[config.mk]
export PLATFORM = sky130hd
export DESIGN_NAME = decode_stage_piped
export DESIGN_NICKNAME = d
export VERILOG_FILES = /design/src/rtl/decode_stage_piped.sv
export SDC_FILE = /design/constraint.sdc
export NUM_CORES = 1
export LEC_CHECK = 0
export ABC_AREA = 0
export BUFFER_PORTS_ARGS = -buffer_cell sky130_fd_sc_hd__buf_2
export CORE_AREA = 2 2 161 163
export CTS_CLUSTER_SIZE = 14
export DETAILED_ROUTE_END_ITERATION = 16
export DIE_AREA = 0 0 163 165
export GPL_TIMING_DRIVEN = 0
export PLACE_DENSITY = 0.62
export SLEW_MARGIN = 20
export SYNTH_ARGS = -nofsm -noshare
export SYNTH_HDL_FRONTEND = slang
export SYNTH_SLANG_ARGS = --single-unit
[constraint.sdc]
create_clock -name clk -period 2.8 [get_ports clk]
set_input_delay 0.28 -clock clk [delete_from_list [all_inputs] [get_ports clk]]
set_output_delay 0.28 -clock clk [all_outputs]
set_load 0.005 [all_outputs]
[src/rtl/decode_stage_piped.sv]
// Registered RV32I + accelerator decode stage with two-level forwarding,
// load-use / accelerator-busy bubbles, flush and the ID/EX register.
module decode_stage_piped #(
    parameter int         XLEN      = 32,
    parameter logic [6:0] ACCEL_OP0 = 7'b1111110,
    parameter logic [6:0] ACCEL_OP1 = 7'b1111111,
    parameter int         CNT_W     = 16
) (
    input  logic             clk,
    input  logic             reset,
    input  logic             in_valid,
    output logic             in_ready,
    input  logic [31:0]      instr_in,
    input  logic [XLEN-1:0]  pc_in,
    output logic [4:0]       rf_rs1_addr,
    output logic [4:0]       rf_rs2_addr,
    input  logic [XLEN-1:0]  rf_rs1_data,
    input  logic [XLEN-1:0]  rf_rs2_data,
    input  logic             fwd_mem_valid,
    input  logic [4:0]       fwd_mem_rd,
    input  logic [XLEN-1:0]  fwd_mem_data,
    input  logic             fwd_wb_valid,
    input  logic [4:0]       fwd_wb_rd,
    input  logic [XLEN-1:0]  fwd_wb_data,
    input  logic             accel_busy,
    input  logic             flush,
    input  logic             ex_ready,
    output logic             out_valid,
    output logic [31:0]      instr_out,
    output logic [XLEN-1:0]  pc_out,
    output logic [XLEN-1:0]  imm_out,
    output logic [XLEN-1:0]  rs1_data_out,
    output logic [XLEN-1:0]  rs2_data_out,
    output logic [4:0]       rd_out,
    output logic [4:0]       rs1_out,
    output logic [4:0]       rs2_out,
    output logic             rd_valid_out,
    output logic             is_accel_out,
    output logic             is_load_out,
    output logic [CNT_W-1:0] stall_cnt
);

    logic [6:0]      opcode;
    logic [4:0]      rd, rs1, rs2;
    logic            is_r, is_i, is_s, is_b, is_u, is_j;
    logic            is_accel, is_load;
    logic            uses_rs1, uses_rs2, rd_valid;
    logic [31:0]     imm32;
    logic [XLEN-1:0] imm;
    logic [XLEN-1:0] op1, op2;
    logic [XLEN-1:0] rs1_val, rs2_val;
    logic [4:0]      rs2_idx;
    logic            load_use, accel_stall, hazard, hold;

    assign opcode = instr_in[6:0];
    assign rd     = instr_in[11:7];
    assign rs1    = instr_in[19:15];
    assign rs2    = instr_in[24:20];

    assign rf_rs1_addr = rs1;
    assign rf_rs2_addr = rs2;

    assign is_r     = opcode == 7'b0110011;
    assign is_load  = opcode == 7'b0000011;
    assign is_i     = opcode == 7'b0010011 || is_load
                   || opcode == 7'b1100111;
    assign is_s     = opcode == 7'b0100011;
    assign is_b     = opcode == 7'b1100011;
    assign is_u     = opcode == 7'b0110111 || opcode == 7'b0010111;
    assign is_j     = opcode == 7'b1101111;
    assign is_accel = opcode == ACCEL_OP0 || opcode == ACCEL_OP1;

    assign uses_rs1 = !(is_u || is_j || is_accel);
    assign uses_rs2 = is_r || is_s || is_b;
    assign rd_valid = in_valid && !(is_s || is_b) && rd != 5'd0;

    always_comb begin
        imm32 = 32'd0;
        unique case (1'b1)
            is_i: imm32 = {{20{instr_in[31]}}, instr_in[31:20]};
            is_s: imm32 = {{20{instr_in[31]}}, instr_in[31:25],
                           instr_in[11:7]};
            is_b: imm32 = {{19{instr_in[31]}}, instr_in[31],
                           instr_in[7], instr_in[30:25],
                           instr_in[11:8], 1'b0};
            is_u: imm32 = {instr_in[31:12], 12'd0};
            is_j: imm32 = {{11{instr_in[31]}}, instr_in[31],
                           instr_in[19:12], instr_in[20],
                           instr_in[30:21], 1'b0};
            default: imm32 = 32'd0;
        endcase
    end

    assign imm = XLEN'($signed(imm32));

    // Nearest producer wins: EX/MEM result is younger than MEM/WB.
    always_comb begin
        op1 = rf_rs1_data;
        if (rs1 == 5'd0)
            op1 = '0;
        else if (fwd_mem_valid && fwd_mem_rd == rs1)
            op1 = fwd_mem_data;
        else if (fwd_wb_valid && fwd_wb_rd == rs1)
            op1 = fwd_wb_data;
    end

    always_comb begin
        op2 = rf_rs2_data;
        if (rs2 == 5'd0)
            op2 = '0;
        else if (fwd_mem_valid && fwd_mem_rd == rs2)
            op2 = fwd_mem_data;
        else if (fwd_wb_valid && fwd_wb_rd == rs2)
            op2 = fwd_wb_data;
    end

    // Accelerator commands carry the rs1 index itself as the operand.
    assign rs1_val = is_accel ? XLEN'(rs1) : op1;
    assign rs2_val = is_accel ? '0 : op2;
    assign rs2_idx = is_accel ? 5'd0 : rs2;

    assign load_use = out_valid && is_load_out && rd_out != 5'd0
                   && ((uses_rs1 && rs1 == rd_out)
                    || (uses_rs2 && rs2 == rd_out));
    assign accel_stall = is_accel && accel_busy;
    assign hazard      = in_valid && (load_use || accel_stall);
    assign hold        = out_valid && !ex_ready;
    assign in_ready    = !reset && (flush || (!hold && !hazard));

    always_ff @(posedge clk) begin
        if (reset) begin
            out_valid    <= 1'b0;
            instr_out    <= '0;
            pc_out       <= '0;
            imm_out      <= '0;
            rs1_data_out <= '0;
            rs2_data_out <= '0;
            rd_out       <= '0;
            rs1_out      <= '0;
            rs2_out      <= '0;
            rd_valid_out <= 1'b0;
            is_accel_out <= 1'b0;
            is_load_out  <= 1'b0;
            stall_cnt    <= '0;
        end else begin
            if (hazard && !hold && !flush && stall_cnt != '1)
                stall_cnt <= stall_cnt + CNT_W'(1);
            if (flush) begin
                out_valid <= 1'b0;
            end else if (hold) begin
                out_valid <= out_valid;
            end else if (hazard) begin
                out_valid <= 1'b0;
            end else if (in_valid) begin
                out_valid    <= 1'b1;
                instr_out    <= instr_in;
                pc_out       <= pc_in;
                imm_out      <= (is_r || is_accel) ? '0 : imm;
                rs1_data_out <= rs1_val;
                rs2_data_out <= rs2_val;
                rd_out       <= rd;
                rs1_out      <= rs1;
                rs2_out      <= rs2_idx;
                rd_valid_out <= rd_valid;
                is_accel_out <= is_accel;
                is_load_out  <= is_load;
            end else begin
                out_valid <= 1'b0;
            end
        end
    end

endmodule

==> impl_metrics.py, run 1 <==
metrics = {
    "finish": {
        "multi_input_area_um2": 4810,
        "layout.nets": 1709,
        "syn_to_final_growth_pct": 34.4,
        "regArea_um2": 3710,
        "drive_gt1_share_pct": 37.7,
        "nFillCells": 2488,
    },
    "detailed_routing": {
        "routed_wl_um": 39600,
        "drc": 0,
        "vias": 10133,
        "drt_first_iter_violations": 579,
        "drtAntennaViolNets": 0,
        "wl_per_cell_um": 21.5,
        "viasPerCell": 5.49,
        "drtPass1Iterations": 5,
    },
    "power": {
        "p_sw_mw": 1.83,
        "cellPowerDensity_nw_per_um2": 513,
        "switching_share_pct": 28.5,
        "power_frac_seq_pct": 43.9,
        "combPwrFrac_pct": 15.4,
        "p_leak_nw": 5.66,
        "ir_drop_uv": 366,
        "p_int_mw": 4.60,
        "power_mw": 6.43,
        "clockPowerShare_pct": 40.7,
    },
    "sta": {
        "skew_ns": 0.0137,
        "min_period_ns": 2.83,
        "drv_slew": 0,
        "slew_headroom_pct": 27.5,
        "tightest_slew_ns": 1.08,
        "fmax_ghz": 0.354,
        "setup_violations": 1,
        "finalCritPeriodShare_pct": 101,
        "fin_ws_ns": -0.0277,
        "rsz0062_at_grt": "yes",
        "timing.hold.ws_ns": 0.0448,
        "hold_viol_final": 0,
    },
    "place": {
        "io_buffers": 403,
        "gp_congestion": 0.924,
        "dp_hpwl_um": 30800,
    },
    "synth": {
        "synth_cell_type_count": 46,
        "ys_warn_count": 0,
        "synth_simple_gate_area_share_pct": 11.3,
        "synth_top_family_by_area": "compound AO/OA/AOI/OAI gates",
        "synth_compound_area_share_pct": 22.6,
        "synthMuxAreaShare_pct": 14.3,
        "synth_xor_area_share_pct": 2.82,
        "synth_fa_ha_area_share_pct": 0.134,
        "syn_avg_cell_area_um2": 8.71,
        "syn-cell-area_um2": 9330,
        "ys_seq_area_share_pct": 39.7,
        "ys_ff_latch": 185,
        "syn_nets": 1282,
        "syn_inst": 1071,
    },
    "cts": {
        "tritoncts.num_buffers": 17,
        "clk_latency_ns": 0.44,
        "clock_path_buffers": 2,
        "cts-root-buf": "clkbuf_16",
        "cts_hold_buf": 0,
        "clkTransAtPathRegs_ns": 0.07,
        "htree_levels": 4,
        "cts_sinks": 185,
        "tritoncts": "done",
    },
    "die": {
        "die_w_um": 163,
        "rows": 58,
        "core_area_um2": 25000,
        "fp.dieArea_um2": 26900,
        "ioPinCount": 416,
        "initial_core_util_pct": 37.3,
        "die_h_um": 165,
    },
    "worst_setup_path": {
        "critPathSlowestCell": "buf_1",
        "start_kind": "primary input",
        "path_class": "primary input to flop",
        "critPathCaptureType": "flop",
        "crit_top_cell": "buf_1",
        "path_cells": "buf_1, xor2_1, nor4_1, and3_1, clkbuf_1, buf_1, mux2_2, mux2i_1, o32ai_1",
        "required_ns": 3.11,
        "cp_max_fo": 10,
        "cp.arrival_ns": 3.14,
        "crit_path_max_incr_delay_ns": 0.66,
    },
    "run_status": {
        "violations": "setup timing",
        "outcome": "complete, but fails checks",
    },
    "global_routing": {
        "antenna_found_initial": 4,
        "overflow": 0,
        "grt_pass1_wl_um": 58100,
        "grt_max_degree": 20,
        "gr-usage-all-layers_pct": 28.5,
        "grt_pass1_vias": 9744,
    },
    "worst_hold_path": {
        "holdCritPathClass": "primary input to flop",
    },
    "run": {
        "maxCapViolCount": 0,
    },
}
layout make-up:
cell class / instances / area share, %
multi-input combinational: 692 / 38.4
tap: 330 / 3.29
clock buffer: 18 / 3.50
timing repair buffer: 408 / 16.4
inverter: 62 / 1.86
buffer: 132 / 5.23
sequential: 185 / 29.6
clock inverter: 14 / 1.65
antenna: 5 / 0.0998
cells in the final DEF, fill, tap and decap left out, drive strengths merged, types with 17 or more instances in the layout:
cell type,Yosys,layout
buf,48,457
or4,19,19
clkbuf,84,101
inv,62,68
mux2,62,62
o21ai,88,88
a21oi,133,133
mux2i,64,64
nand4,17,17
dfxtp,185,185
nand2,32,32
nand3,80,80
o32ai,59,59
cell usage after synthesis, drive strengths merged:
master | number | area [µm²]
a211o | 6 | 52.6
a211oi | 16 | 120
a21boi | 2 | 15.0
a21oi | 133 | 666
a22oi | 4 | 30.0
a311oi | 16 | 140
a31oi | 1 | 6.26
a32oi | 1 | 8.76
and2 | 1 | 6.26
and3 | 6 | 37.5
and4 | 3 | 28.8
buf | 48 | 295
clkbuf | 84 | 315
dfxtp | 185 | 3700
ha | 1 | 12.5
inv | 62 | 233
mux2 | 62 | 698
mux2i | 64 | 641
nand2 | 32 | 120
nand2b | 1 | 6.26
nand3 | 80 | 400
nand4 | 17 | 106
nor2 | 14 | 55.1
nor2b | 7 | 43.8
nor3 | 2 | 10.0
nor3b | 4 | 41.3
nor4 | 6 | 37.5
o2111ai | 1 | 8.76
o211a | 1 | 10.0
o211ai | 2 | 20.0
o21ai | 88 | 440
o31ai | 9 | 67.6
o32ai | 59 | 517
o41ai | 1 | 8.76
or3 | 3 | 18.8
or4 | 19 | 146
xnor2 | 14 | 123
xor2 | 16 | 140
flip-flops by register name (all words and copies together), names as in the netlist:
signal,flops
rs2_data_out,32
stall_cnt,16
pc_out,32
is_accel_out,1
out_valid,1
instr_out,32
imm_out,32
is_load_out,1
rs2_out,5
rs1_data_out,32
rd_valid_out,1
routing by layer:
metal / up-vias / share of wire (%) / track usage (%)
li1: 4785 / - / -
met1: 4856 / 42 / 35.0
met2: 436 / 49 / 49.4
met4: 0 / 2.7 / 10.1
met3: 56 / 6.7 / 6.15
met5: - / 0 / 0
power groups by stage:
| stage | logic, mW | registers [mW] | clock network, mW |
|---|---|---|---|
| 2_1_floorplan | 0.460 | 2.88 | 0 |
| 3_3_place_gp | 0.968 | 2.88 | 0 |
| 3_5_place_dp | 0.977 | 2.88 | 0 |
| 4_1_cts | 0.984 | 2.82 | 2.65 |
| 5_1_grt | 1.07 | 2.83 | 2.75 |
| 6_report | 0.990 | 2.82 | 2.62 |
kinds of logic (layout without fill, tap and decap cells):
family | count (synthesis) | after routing
other | 0 | 5
DFF | 185 | 185
adders and majority gates | 1 | 1
and+or+nand+nor | 195 | 195
muxes | 126 | 126
AOI/OAI and AO/OA | 340 | 340
xor gates and xnor gates | 30 | 30
buffers and inverters | 194 | 634
final timing paths:
| kind | startpoint | end | slack, ns | cells after the start |
|---|---|---|---|---|
| worst min-delay path | flush | out_valid | 0.04 | 2 |
| worst min register to register | imm_out[7] | imm_out[7] | 0.47 | 2 |
| worst max-delay path | instr_in[22] | rs2_data_out[21] | -0.03 | 9 |
| worst max register to register | instr_out[8] | imm_out[10] | 0.14 | 9 |
stage by stage:
step / cells / util [%] / instance area, µm² / TNS [ns] / worst slack [ns]
after floorplan: 1071 / - / 9330 / 0 / 0.302
after global placement: 1804 / 47.0 / 11800 / -54.54 / -0.518
after detailed placement: 1804 / 47.0 / 11800 / -60.73 / -0.601
after CTS: 1839 / 49.8 / 12500 / -0.0412 / -0.0412
after global routing: 1845 / 50.1 / 12500 / -0.406 / -0.0974
final: 1846 / 50.1 / 12500 / -0.0277 / -0.0277
critical path: cells and delay by family:
| kind | cells | cell delay (ns) |
|---|---|---|
| AO/OA/AOI/OAI | 1 | 0.11 |
| XOR/XNOR | 1 | 0.16 |
| buffers and inverters | 3 | 1.49 |
| multiplexers | 2 | 0.67 |
| AND/OR/NAND/NOR | 2 | 0.41 |
what timing repair did:
action,in CTS,in global routing
setup buffers,3,2
setup endpoints to repair,124,123
pin swaps,3,3
gates resized for setup,22,26
Power figures use the tool's default switching activity.
==> run 2, diff against run 1 <==
Clock period 2.8 ns to 3.49 ns, I/O delays scaled along.
==> impl_metrics.py, run 2 (synthesis gave the netlist of run 1 again) <==
metrics = {
    "run_status": {
        "outcome": "finished, final reports clean",
    },
    "power": {
        "clockPowerShare_pct": 40.8,
        "p_leak_nw": 5.59,
        "cellPowerDensity_nw_per_um2": 415,
        "p_int_mw": 3.68,
        "combPwrFrac_pct": 15.3,
        "ir_drop_uv": 294,
        "power_frac_seq_pct": 43.9,
        "switching_share_pct": 28.6,
        "p_sw_mw": 1.47,
    },
    "finish": {
        "syn_to_final_growth_pct": 33.1,
        "mostFrequentLayoutCells": "414 x buf_2, 185 x dfxtp_1, 133 x a21oi_1",
        "drive_gt1_share_pct": 35.7,
        "final_common_cell": "buf_2",
        "nFillCells": 2496,
        "layout.nets": 1704,
        "post-route-util_pct": 49.6,
    },
    "detailed_routing": {
        "drc": 0,
        "wl_per_cell_um": 21.5,
        "drt_first_iter_violations": 701,
        "routed_wl_um": 39600,
        "viasPerCell": 5.49,
        "vias": 10103,
        "drtPass1Iterations": 5,
        "drtAntennaViolNets": 0,
    },
    "cts": {
        "postCtsSetupBuffers": 0,
        "clkTransAtPathRegs_ns": 0.07,
        "tritoncts.num_buffers": 17,
        "cts-root-buf": "clkbuf_16",
        "tritoncts": "done",
        "cts_sinks": 185,
        "clock_path_buffers": 2,
        "htree_levels": 4,
        "clk_latency_ns": 0.45,
    },
    "sta": {
        "rsz0062_at_grt": "no",
        "fmax_ghz": 0.296,
        "finalCritPeriodShare_pct": 96.9,
        "slew_headroom_pct": 26.7,
        "tns_ns": 0,
        "tightest_slew_ns": 1.09,
        "hold_viol_final": 0,
        "setup_violations": 0,
        "fin_ws_ns": 0.108,
        "skew_ns": 0.0141,
        "drv_slew": 0,
        "min_period_ns": 3.38,
    },
    "die": {
        "initial_core_util_pct": 37.3,
        "die_h_um": 165,
        "ioPinCount": 416,
        "core_area_um2": 25000,
        "rows": 58,
        "fp.dieArea_um2": 26900,
        "die_w_um": 163,
    },
    "place": {
        "dp_hpwl_um": 30800,
        "io_buffers": 403,
        "gp_congestion": 0.924,
        "place_ws_ns": 0.0202,
    },
    "run": {
        "maxCapViolCount": 0,
    },
    "global_routing": {
        "grt_pass1_wl_um": 58100,
        "antenna_found_initial": 5,
        "gr-usage-all-layers_pct": 28.5,
        "grt_max_degree": 20,
        "grt_pass1_vias": 9716,
        "overflow": 0,
    },
    "worst_setup_path": {
        "start_kind": "primary input",
        "cp_max_fo": 10,
        "crit_path_max_incr_delay_ns": 0.63,
        "critPathCaptureType": "output pin",
        "path_cells": "clkbuf_1, xnor2_1, nand3_1, or4_4, o211ai_2, buf_4, clkbuf_1, a211oi_1, buf_2",
        "crit_top_cell": "clkbuf_1",
        "path_class": "primary input to output pin",
        "cp.arrival_ns": 3.03,
        "critPathSlowestCell": "clkbuf_1",
        "required_ns": 3.14,
    },
    "worst_hold_path": {
        "holdCritPathClass": "primary input to flop",
    },
}
-- run 2: timing repair --
action,CTS,global route
setup endpoints to repair,0,1
resized for setup,0,3
hold buffers,0,0
-- run 2: per-layer routing --
| layer | routed length, µm | track usage (%) | up-vias | part of all wire, % |
|---|---|---|---|---|
| li1 | - | - | 4778 | - |
| met4 | 1090 | 9.98 | 0 | 2.7 |
| met3 | 2620 | 6.10 | 57 | 6.6 |
| met1 | 16700 | 35.1 | 4852 | 42 |
| met5 | 0 | 0 | - | 0 |
| met2 | 19200 | 49.3 | 416 | 48 |
-- run 2: power by group through the flow --
stage | Sequential (mW) | Combinational [mW] | Clock (mW)
4_1_cts | 2.26 | 0.786 | 2.13
5_1_grt | 2.27 | 0.854 | 2.21
3_3_place_gp | 2.31 | 0.777 | 0
2_1_floorplan | 2.31 | 0.369 | 0
3_5_place_dp | 2.31 | 0.784 | 0
6_report | 2.26 | 0.789 | 2.10
-- run 2: critical path: cells and delay by family --
family | cells | cell delay, ns
buf+inv | 4 | 1.46
simple gates | 2 | 0.61
compound gates | 2 | 0.42
xor+xnor | 1 | 0.20
-- run 2: final timing paths --
| kind | cells after the start | end | from | slack [ns] |
|---|---|---|---|---|
| setup reg to reg | 9 | imm_out[11] | instr_out[8] | 0.48 |
| setup / recovery | 9 | in_ready | instr_in[16] | 0.11 |
| hold reg to reg | 2 | imm_out[7] | imm_out[7] | 0.47 |
| hold / removal | 2 | out_valid | flush | 0.11 |
-- run 2: per-stage QoR --
stage	instance area, µm²	hold slack [ns]	power [mW]	std cells
after global routing	12400	0.110	5.34	1840
after detailed placement	11800	0.463	3.09	1804
after floorplan	9330	0.427	2.68	1071
after CTS	12400	0.0959	5.17	1836
final	12400	0.111	5.15	1840
after global placement	11800	0.456	3.08	1804
-- run 2: final cells by class --
type | count | area (µm²) | share of cell area (%)
Antenna cell | 4 | 10.0 | 0.0806
Buffer | 132 | 612 | 4.93
Tap cell | 330 | 413 | 3.33
Sequential cell | 185 | 3700 | 29.8
Timing Repair Buffer | 403 | 2020 | 16.2
Clock buffer | 18 | 439 | 3.54
Inverter | 62 | 233 | 1.87
Clock inverter | 14 | 206 | 1.66
Multi-Input combinational cell | 692 | 4780 | 38.5
==> run 3, diff against run 2 <==
Clock period 3.49 ns to 3.7 ns, I/O delays scaled along.
==> impl_metrics.py, run 3 (synthesis gave the netlist of run 1 again) <==
metrics = {
    "cts": {
        "cts_sinks": 185,
        "tritoncts.num_buffers": 17,
        "postCtsSetupBuffers": 0,
        "clk_latency_ns": 0.45,
        "cts-root-buf": "clkbuf_16",
        "clock_path_buffers": 2,
        "tritoncts": "done",
        "postCtsResizedCells": 0,
        "cts_hold_buf": 0,
        "htree_levels": 4,
        "clkTransAtPathRegs_ns": 0.06,
    },
    "power": {
        "p_leak_nw": 5.58,
        "cellPowerDensity_nw_per_um2": 391,
        "power_mw": 4.86,
        "ir_drop_uv": 277,
    },
    "finish": {
        "drive_gt1_share_pct": 35.7,
        "regArea_um2": 3700,
        "multi_input_area_um2": 4780,
        "nFillCells": 2495,
        "syn_to_final_growth_pct": 33.1,
        "final_cells": 1840,
        "post-route-util_pct": 49.6,
        "mostFrequentLayoutCells": "414 x buf_2, 185 x dfxtp_1, 133 x a21oi_1",
        "final_common_cell": "buf_2",
        "stdcell_area_um2": 12400,
        "layout.nets": 1704,
    },
    "place": {
        "io_buffers": 403,
        "dp_cells": 1804,
        "gp_congestion": 0.924,
        "placed_area_um2": 11800,
        "dp_hpwl_um": 30800,
    },
    "sta": {
        "drv_slew": 0,
        "skew_ns": 0.0142,
        "tightest_slew_ns": 1.10,
        "min_period_ns": 3.47,
        "setup_violations": 0,
        "slew_headroom_pct": 26.1,
        "hold_viol_final": 0,
        "rsz0062_at_grt": "no",
        "fmax_ghz": 0.288,
        "finalCritPeriodShare_pct": 93.9,
        "tns_ns": 0,
    },
    "worst_setup_path": {
        "cp_max_fo": 10,
        "timing.rr.start": "instr_out[8]",
        "critPathCaptureType": "output pin",
        "cp.arrival_ns": 3.10,
        "path_class": "primary input to output pin",
        "startpoint": "instr_in[17]",
        "start_kind": "primary input",
        "required_ns": 3.33,
    },
    "detailed_routing": {
        "viasPerCell": 5.50,
        "drt_first_iter_violations": 702,
        "drtPass1Iterations": 5,
        "routed_wl_um": 39700,
        "wl_per_cell_um": 21.6,
        "drc": 0,
        "drtAntennaViolNets": 0,
        "vias": 10118,
    },
    "die": {
        "initial_core_util_pct": 37.3,
        "rows": 58,
        "fp.dieArea_um2": 26900,
        "core_area_um2": 25000,
        "ioPinCount": 416,
        "die_w_um": 163,
        "die_h_um": 165,
    },
    "global_routing": {
        "overflow": 0,
        "gr-usage-all-layers_pct": 28.5,
        "grt_pass1_vias": 9716,
        "grt_pass1_wl_um": 58100,
        "antenna_found_initial": 5,
        "grt_max_degree": 20,
    },
    "run": {
        "maxCapViolCount": 0,
    },
    "worst_hold_path": {
        "holdCritPathClass": "primary input to flop",
        "min_from": "flush",
    },
    "run_status": {
        "outcome": "finished, final reports clean",
    },
}
## run 3: cell counts in the layout (fill, tap and decap cells not counted)
Identical to the previous run, type by type.
## run 3: cell type report
cell class                      count  area share, %
Sequential cell                   185           29.8
Tap cell                          330           3.33
Inverter                           62           1.87
Clock inverter                     14           1.66
Clock buffer                       18           3.54
Timing Repair Buffer              403           16.2
Buffer                            132           4.92
Multi-Input combinational cell    692           38.5
Antenna cell                        4         0.0806
## run 3: layer usage
metal	routed length [µm]	track usage (%)	vias up
met3	2710	6.10	61
met5	0	0	-
li1	-	-	4779
met2	19200	49.3	433
met1	16700	35.1	4845
met4	1110	9.98	0
## run 3: critical path, cell delays in order
cell and delay, ns:
clkbuf_1 0.68, xnor2_1 0.20, nand3_1 0.11, or4_4 0.50
o211ai_2 0.27, buf_4 0.25, clkbuf_1 0.40, a211oi_1 0.14
buf_2 0.17
## run 3: final timing paths
path                 end  slack [ns]  cells after the start
min            out_valid        0.13                      2
max             in_ready        0.23                      9
min reg2reg   imm_out[7]        0.47                      2
max reg2reg  imm_out[11]        0.69                      9
## run 3: power breakdown
group	switching [mW]	total [mW]	internal [mW]
Sequential	0.0520	2.13	2.08
Combinational	0.418	0.744	0.326
Clock	0.918	1.98	1.06
## run 3: per-stage QoR
step	setup WS (ns)	hold slack, ns
floorplan	1.11	0.448
global placement	0.292	0.456
detailed placement	0.209	0.463
CTS	0.261	0.117
global route	0.163	0.131
finish	0.227	0.130
